===== src/rtl/mem_arbiter_if.sv =====
// Request/response bundle for the two-requester memory arbiter: imem and dmem
// requester ports plus the shared memory port. master = arbiter side.
interface mem_arbiter_if;
  logic        imemreq_val;
  logic        imemreq_rdy;
  logic [31:0] imemreq_addr;
  logic        imemresp_val;
  logic [31:0] imemresp_data;

  logic        dmemreq_val;
  logic        dmemreq_rdy;
  logic        dmemreq_type;
  logic [31:0] dmemreq_addr;
  logic [31:0] dmemreq_wdata;
  logic        dmemresp_val;
  logic [31:0] dmemresp_data;

  logic        memreq_val;
  logic        memreq_rdy;
  logic        memreq_type;
  logic [31:0] memreq_addr;
  logic [31:0] memreq_wdata;
  logic        memresp_val;
  logic [31:0] memresp_data;

  modport master (
    input  imemreq_val, imemreq_addr,
    input  dmemreq_val, dmemreq_type, dmemreq_addr, dmemreq_wdata,
    input  memreq_rdy, memresp_val, memresp_data,
    output imemreq_rdy, imemresp_val, imemresp_data,
    output dmemreq_rdy, dmemresp_val, dmemresp_data,
    output memreq_val, memreq_type, memreq_addr, memreq_wdata
  );

  modport slave (
    output imemreq_val, imemreq_addr,
    output dmemreq_val, dmemreq_type, dmemreq_addr, dmemreq_wdata,
    output memreq_rdy, memresp_val, memresp_data,
    input  imemreq_rdy, imemresp_val, imemresp_data,
    input  dmemreq_rdy, dmemresp_val, dmemresp_data,
    input  memreq_val, memreq_type, memreq_addr, memreq_wdata
  );
endinterface


===== src/rtl/mem_arbiter.sv =====
// Shares one memory port between imem and dmem: dmem priority with an
// anti-starvation override, in-order owner-tag FIFO routes responses back.
module mem_arbiter #(
  parameter int unsigned p_depth  = 2,
  parameter int unsigned p_starve = 4
) (
  input  logic          clk,
  input  logic          rst,
  mem_arbiter_if.master bus,
  output logic          err
);

  localparam int unsigned CW = $clog2(p_depth + 1);
  localparam int unsigned SW = $clog2(p_starve + 1);

  logic [p_depth-1:0] tags_q, tags_d;
  logic [CW-1:0]      count_q, count_d;
  logic [SW-1:0]      starve_q, starve_d;
  logic               err_q, err_d;

  logic        issue_ok;
  logic        grant_imem, grant_dmem;
  logic        push, pop, stray;
  int unsigned wr_idx;

  always_comb begin
    issue_ok   = !rst && (count_q < CW'(p_depth));
    grant_imem = 1'b0;
    grant_dmem = 1'b0;
    if (issue_ok) begin
      if ((starve_q == SW'(p_starve)) && bus.imemreq_val) grant_imem = 1'b1;
      else if (bus.dmemreq_val)                              grant_dmem = 1'b1;
      else if (bus.imemreq_val)                              grant_imem = 1'b1;
    end

    bus.memreq_val   = grant_imem | grant_dmem;
    bus.memreq_type  = grant_dmem & bus.dmemreq_type;
    bus.memreq_addr  = grant_dmem ? bus.dmemreq_addr : bus.imemreq_addr;
    bus.memreq_wdata = grant_dmem ? bus.dmemreq_wdata : '0;
    bus.imemreq_rdy  = grant_imem & bus.memreq_rdy;
    bus.dmemreq_rdy  = grant_dmem & bus.memreq_rdy;

    push  = bus.memreq_val & bus.memreq_rdy;
    pop   = !rst && bus.memresp_val && (count_q != '0);
    stray = !rst && bus.memresp_val && (count_q == '0);

    bus.imemresp_val  = pop & ~tags_q[0];
    bus.dmemresp_val  = pop &  tags_q[0];
    bus.imemresp_data = bus.memresp_data;
    bus.dmemresp_data = bus.memresp_data;

    // Shift-register FIFO with head at bit 0; on a simultaneous pop the
    // write slot moves down by one so ordering is kept.
    tags_d = pop ? (tags_q >> 1) : tags_q;
    wr_idx = 32'(count_q) - (pop ? 32'd1 : 32'd0);
    if (push) begin
      tags_d = (tags_d & ~(p_depth'(1) << wr_idx)) |
               (p_depth'(grant_dmem) << wr_idx);
    end

    count_d = count_q;
    if (push && !pop)      count_d = count_q + CW'(1);
    else if (pop && !push) count_d = count_q - CW'(1);

    starve_d = starve_q;
    if (!bus.imemreq_val || (push && grant_imem)) begin
      starve_d = '0;
    end else if (push && grant_dmem && (starve_q != SW'(p_starve))) begin
      starve_d = starve_q + SW'(1);
    end

    err_d = err_q | stray;
  end

  always_ff @(posedge clk) begin
    if (rst) begin
      tags_q   <= '0;
      count_q  <= '0;
      starve_q <= '0;
      err_q    <= 1'b0;
    end else begin
      tags_q   <= tags_d;
      count_q  <= count_d;
      starve_q <= starve_d;
      err_q    <= err_d;
    end
  end

  assign err = err_q;

endmodule


===== src/flat_wrapper.sv =====
// flat-port wrapper written by rule: the top's interface ports become plain ports
module mem_arbiter_flat 
#(
  parameter int unsigned p_depth  = 2,
  parameter int unsigned p_starve = 4
)
  (clk, rst, err, bus_imemreq_val, bus_imemreq_addr, bus_dmemreq_val, bus_dmemreq_type, bus_dmemreq_addr, bus_dmemreq_wdata, bus_memreq_rdy, bus_memresp_val, bus_memresp_data, bus_imemreq_rdy, bus_imemresp_val, bus_imemresp_data, bus_dmemreq_rdy, bus_dmemresp_val, bus_dmemresp_data, bus_memreq_val, bus_memreq_type, bus_memreq_addr, bus_memreq_wdata);
  mem_arbiter_if bus_i ();
  input  logic clk;
  input  logic rst;
  output logic err;
  input wire logic [$bits(bus_i.imemreq_val)-1:0] bus_imemreq_val;
  input wire logic [$bits(bus_i.imemreq_addr)-1:0] bus_imemreq_addr;
  input wire logic [$bits(bus_i.dmemreq_val)-1:0] bus_dmemreq_val;
  input wire logic [$bits(bus_i.dmemreq_type)-1:0] bus_dmemreq_type;
  input wire logic [$bits(bus_i.dmemreq_addr)-1:0] bus_dmemreq_addr;
  input wire logic [$bits(bus_i.dmemreq_wdata)-1:0] bus_dmemreq_wdata;
  input wire logic [$bits(bus_i.memreq_rdy)-1:0] bus_memreq_rdy;
  input wire logic [$bits(bus_i.memresp_val)-1:0] bus_memresp_val;
  input wire logic [$bits(bus_i.memresp_data)-1:0] bus_memresp_data;
  output wire logic [$bits(bus_i.imemreq_rdy)-1:0] bus_imemreq_rdy;
  output wire logic [$bits(bus_i.imemresp_val)-1:0] bus_imemresp_val;
  output wire logic [$bits(bus_i.imemresp_data)-1:0] bus_imemresp_data;
  output wire logic [$bits(bus_i.dmemreq_rdy)-1:0] bus_dmemreq_rdy;
  output wire logic [$bits(bus_i.dmemresp_val)-1:0] bus_dmemresp_val;
  output wire logic [$bits(bus_i.dmemresp_data)-1:0] bus_dmemresp_data;
  output wire logic [$bits(bus_i.memreq_val)-1:0] bus_memreq_val;
  output wire logic [$bits(bus_i.memreq_type)-1:0] bus_memreq_type;
  output wire logic [$bits(bus_i.memreq_addr)-1:0] bus_memreq_addr;
  output wire logic [$bits(bus_i.memreq_wdata)-1:0] bus_memreq_wdata;
  assign bus_i.imemreq_val = bus_imemreq_val;
  assign bus_i.imemreq_addr = bus_imemreq_addr;
  assign bus_i.dmemreq_val = bus_dmemreq_val;
  assign bus_i.dmemreq_type = bus_dmemreq_type;
  assign bus_i.dmemreq_addr = bus_dmemreq_addr;
  assign bus_i.dmemreq_wdata = bus_dmemreq_wdata;
  assign bus_i.memreq_rdy = bus_memreq_rdy;
  assign bus_i.memresp_val = bus_memresp_val;
  assign bus_i.memresp_data = bus_memresp_data;
  assign bus_imemreq_rdy = bus_i.imemreq_rdy;
  assign bus_imemresp_val = bus_i.imemresp_val;
  assign bus_imemresp_data = bus_i.imemresp_data;
  assign bus_dmemreq_rdy = bus_i.dmemreq_rdy;
  assign bus_dmemresp_val = bus_i.dmemresp_val;
  assign bus_dmemresp_data = bus_i.dmemresp_data;
  assign bus_memreq_val = bus_i.memreq_val;
  assign bus_memreq_type = bus_i.memreq_type;
  assign bus_memreq_addr = bus_i.memreq_addr;
  assign bus_memreq_wdata = bus_i.memreq_wdata;
  mem_arbiter #(.p_depth(p_depth), .p_starve(p_starve)) u_core (.clk(clk), .rst(rst), .bus(bus_i), .err(err));
endmodule

===== config.mk =====
export PLATFORM = sky130hd
export DESIGN_NAME = mem_arbiter_flat
export DESIGN_NICKNAME = d
export VERILOG_FILES = /design/src/rtl/mem_arbiter_if.sv /design/src/rtl/mem_arbiter.sv /design/src/flat_wrapper.sv
export SDC_FILE = /design/constraint.sdc
export NUM_CORES = 1
export LEC_CHECK = 0
export BUFFER_PORTS_ARGS = -buffer_cell sky130_fd_sc_hd__buf_2
export CORE_AREA = 2 2 104 106
export DETAILED_ROUTE_END_ITERATION = 16
export DIE_AREA = 0 0 106 108
export SYNTH_ARGS = -nofsm -noshare
export SYNTH_HDL_FRONTEND = slang
export SYNTH_SLANG_ARGS = --single-unit

===== constraint.sdc =====
create_clock -name clk -period 2.35 [get_ports clk]
set_clock_uncertainty 0.05 [all_clocks]
set_input_delay 0.47 -clock clk [delete_from_list [all_inputs] [get_ports clk]]
set_output_delay 0.47 -clock clk [all_outputs]
set_load 0.01 [all_outputs]

==> flow_results.xml <==
<?xml version="1.0" encoding="UTF-8"?>
<metrics>
  <group name="critical_path">
    <metric name="critical_path.cell_chain" unit="">inv_2, ha_4, nand3_2, and3b_2, buf_12, buf_8, buf_16, mux2_4, buf_6</metric>
    <metric name="path_delay_family" unit="">buffers and inverters</metric>
    <metric name="slowest_stage" unit="">sky130_fd_sc_hd__dfxtp_2</metric>
    <metric name="cp_data_required_time" unit="ns">1.83</metric>
    <metric name="endpoint_kind" unit="">primary output</metric>
    <metric name="timing.critical_path.buf_inv" unit="">5</metric>
    <metric name="arrival_time_worst_endpoint" unit="ns">1.88</metric>
    <metric name="setup.reg_to_reg.worst_slack" unit="ns">0.04</metric>
    <metric name="cp_slowest_stage_delay" unit="ns">0.32</metric>
    <metric name="path_class" unit="">register to primary output</metric>
    <metric name="critical_path.max_fanout" unit="">7</metric>
    <metric name="critPathLaunchType" unit="">register</metric>
  </group>
  <group name="synthesis">
    <metric name="ys.flop_type" unit="">sky130_fd_sc_hd__dfxtp_1</metric>
    <metric name="synthesized_area_per_cell" unit="µm²">8.24</metric>
    <metric name="synth.cell_area" unit="mm²">0.00162</metric>
    <metric name="syn-num-nets" unit="">337</metric>
    <metric name="count_leader_synth" unit="">sky130_fd_sc_hd__buf_4</metric>
    <metric name="synth.largest_area_cell" unit="">sky130_fd_sc_hd__buf_4</metric>
    <metric name="synth-seq-cells" unit="">8</metric>
    <metric name="synth-seq-area-share" unit="%">9.86</metric>
    <metric name="ys_types" unit="">32</metric>
    <metric name="synth_cells" unit="">197</metric>
    <metric name="ys_top_cells_by_count" unit="">sky130_fd_sc_hd__buf_4 (64), sky130_fd_sc_hd__and2_1 (34), sky130_fd_sc_hd__mux2_2 (30)</metric>
    <metric name="synth.top_cells.by_area" unit="">sky130_fd_sc_hd__buf_4 (30%), sky130_fd_sc_hd__mux2_2 (21%), sky130_fd_sc_hd__and2_1 (13%), sky130_fd_sc_hd__dfxtp_1 (9.9%), sky130_fd_sc_hd__ha_1 (3.9%)</metric>
    <metric name="synth_enable_flop_cells" unit="">0</metric>
    <metric name="postSynth.asyncResetShare" unit="%">0</metric>
    <metric name="yosys_warnings" unit="">0</metric>
    <metric name="synthDominantCellAreaShare" unit="%">29.6</metric>
  </group>
  <group name="drt">
    <metric name="routed-via-count" unit="">1709</metric>
    <metric name="wl" unit="mm">6.00</metric>
    <metric name="detail_route.drc_violations" unit="">0</metric>
    <metric name="wire_per_inst" unit="µm">13.1</metric>
    <metric name="drt_first_pass_iters" unit="">3</metric>
    <metric name="number_of_drc_violations_after_detailed_routing_iteration_0" unit="">29</metric>
    <metric name="vias_per_cell" unit="">3.73</metric>
    <metric name="postRouteAntennaNets" unit="">0</metric>
  </group>
  <group name="layout">
    <metric name="final_cells" unit="">458</metric>
    <metric name="layout-drive-gt1-share" unit="%">77.0</metric>
    <metric name="num-fill-cells" unit="">1081</metric>
    <metric name="numnets_final" unit="">464</metric>
    <metric name="diodes" unit="">0</metric>
    <metric name="finalInstanceArea" unit="mm²">0.00289</metric>
    <metric name="synthToLayoutAreaGrowth" unit="%">77.8</metric>
  </group>
  <group name="global_routing">
    <metric name="gr-total-overflow" unit="">0</metric>
    <metric name="grtUsageTotal" unit="%">8.65</metric>
    <metric name="global_route_wire_length_before_repair" unit="mm">7.88</metric>
    <metric name="via_count_of_the_first_global_routing_pass" unit="">1623</metric>
    <metric name="grt_start_max_net_pins" unit="">14</metric>
    <metric name="antenna_found_initial" unit="">0</metric>
  </group>
  <group name="worst_hold_path">
    <metric name="hold_path.class" unit="">register to register</metric>
  </group>
  <group name="cts">
    <metric name="clk_root_buffer_cell" unit="">sky130_fd_sc_hd__clkbuf_8</metric>
    <metric name="clk_path_buf_depth" unit="">2</metric>
    <metric name="clk_transition_reported_paths" unit="ns">0.04</metric>
    <metric name="cts_tree" unit="">yes</metric>
    <metric name="worst_skew_pair.late_latency" unit="ns">0.23</metric>
    <metric name="cts_inserted_buffers" unit="">3</metric>
    <metric name="cts_hold_repair.buffers" unit="">0</metric>
    <metric name="cts.htree.levels" unit="">1</metric>
    <metric name="clock_sinks" unit="">8</metric>
  </group>
  <group name="die">
    <metric name="num_io_pins" unit="">270</metric>
    <metric name="placeableCoreArea" unit="mm²">0.0102</metric>
    <metric name="placement_rows" unit="">37</metric>
    <metric name="die-height" unit="µm">108</metric>
    <metric name="floorplan.die_area" unit="mm²">0.0114</metric>
    <metric name="die_width" unit="µm">106</metric>
    <metric name="floorplan.initialDensity" unit="%">15.9</metric>
  </group>
  <group name="timing">
    <metric name="setup-tns-final" unit="ns">-0.561</metric>
    <metric name="timing.fmax" unit="GHz">0.417</metric>
    <metric name="final-setup-viol-count" unit="">23</metric>
    <metric name="timing.max_slew.rel_slack" unit="%">74.6</metric>
    <metric name="worst_slew_pin_slew" unit="ns">0.381</metric>
    <metric name="final_min_period_over_clock_period" unit="%">102</metric>
    <metric name="fin_crit" unit="ns">2.40</metric>
    <metric name="final-max-slew-violation-count" unit="">0</metric>
    <metric name="rsz0062_at_grt" unit="">yes</metric>
    <metric name="post-route-worst-setup-slack" unit="ns">-0.0483</metric>
    <metric name="finalHoldViolCount" unit="">0</metric>
  </group>
  <group name="run_status">
    <metric name="outcome" unit="">finished, violations left</metric>
    <metric name="violations" unit="">negative setup slack</metric>
  </group>
  <group name="flow_run">
    <metric name="maxCapViolations" unit="">0</metric>
  </group>
  <group name="power">
    <metric name="share_comb_of_total_power" unit="%">67.4</metric>
    <metric name="power_density" unit="mW/mm²">342</metric>
    <metric name="switchingPower" unit="mW">0.315</metric>
    <metric name="clock_power_share" unit="%">16.7</metric>
    <metric name="cellInternalPower" unit="mW">0.672</metric>
    <metric name="pwr-share-seq" unit="%">16.0</metric>
    <metric name="power.share.switching" unit="%">31.9</metric>
    <metric name="ir_worst_vdd" unit="V">0.000222</metric>
    <metric name="fin_total_pwr" unit="mW">0.987</metric>
    <metric name="p_leak" unit="nW">1.56</metric>
  </group>
  <group name="placed_design">
    <metric name="final_hpwl_dp" unit="mm">3.96</metric>
    <metric name="place_congestion" unit="">0.789</metric>
    <metric name="dp_cells" unit="">438</metric>
    <metric name="io_buffer_count" unit="">173</metric>
    <metric name="placement.cell_area" unit="mm²">0.00215</metric>
  </group>
</metrics>
path summary, 6_finish.rpt:
check,start,end,cells after the start
worst max-delay path,u_core.starve_q[0],bus_memreq_addr[14],9
worst min-delay path,u_core.err,u_core.err,2
worst max register to register,u_core.starve_q[0],u_core.count_q[1],11
worst min register to register,u_core.err,u_core.err,2
cell families after synthesis:
logic type	synth area share, %
DFF	9.86
and+or+nand+nor	22.0
AOI/OAI and AO/OA	2.85
muxes	23.4
buffers and inverters	35.9
xor gates and xnor gates	2.16
adders and majority gates	3.85
area by class of cell:
cell class	instances	area, µm²	share of cell area, %
multi-input combinational	109	1040	35.9
tap	136	170	5.89
clock buffer	3	41.3	1.43
sequential	8	163	5.63
timing repair buffer	195	1450	50.3
inverter	7	26.3	0.910
sequential cells by signal (all words and copies together) (netlist names):
name / cells
u_core.tags_q: 2
u_core.err: 1
u_core.count_q: 2
u_core.starve_q: 3
worst min-delay path, stage by stage (launching register included):
cell	delay, ns
sky130_fd_sc_hd__dfxtp_1	0.32
sky130_fd_sc_hd__a21oi_1	0.04
sky130_fd_sc_hd__nor2_1	0.07
timing repair:
action	4_1_cts	5_1_grt
buffers inserted	9	2
gates cloned	6	0
pin swaps	1	5
gates resized for setup	50	45
setup endpoints to repair	32	52
per-stage QoR:
stage | hold slack, ns | worst slack, ns | util [%]
global route | 0.441 | -0.116 | 28.2
CTS | 0.427 | -0.0523 | 26.0
floorplan | 0.409 | 0.0303 | -
detailed placement | 0.408 | -0.00624 | 21.1
global placement | 0.404 | 0.0655 | 21.1
finish | 0.419 | -0.0483 | 28.2
power groups by stage:
stage	registers [mW]	logic, mW	clock network [mW]
2_1_floorplan	0.161	0.354	0
3_3_place_gp	0.160	0.427	0
3_5_place_dp	0.160	0.433	0
4_1_cts	0.158	0.589	0.171
5_1_grt	0.159	0.712	0.181
6_report	0.158	0.665	0.165
layer usage:
layer  routed length (µm)  part of all wire (%)  GRT usage (%)  vias to the layer above
li1                     -                     -              -                      829
met1                 2340                    39           10.2                      777
met2                 3170                    53           15.9                       99
met3                  466                   7.8           1.75                        4
met4                   17                  0.28           2.54                        0
met5                    0                     0              0                        -
placed cells by master, fill, tap and decap left out, drive strengths merged:
master / n
clkbuf: 3
and3b: 1
bufbuf: 1
buf: 194
inv: 7
nand4b: 1
dfxtp: 8
or3: 1
a21bo: 1
nor3b: 1
xnor2: 1
a21oi: 2
ha: 5
a31o: 1
o22ai: 2
nand4: 2
o21ai: 1
and2: 35
nor2b: 2
nor2: 8
nor3: 1
mux2i: 2
nor4b: 1
mux2: 32
or2: 1
nand2: 1
nand3: 2
nand3b: 2
xor2: 3
Power figures use the tool's default switching activity.
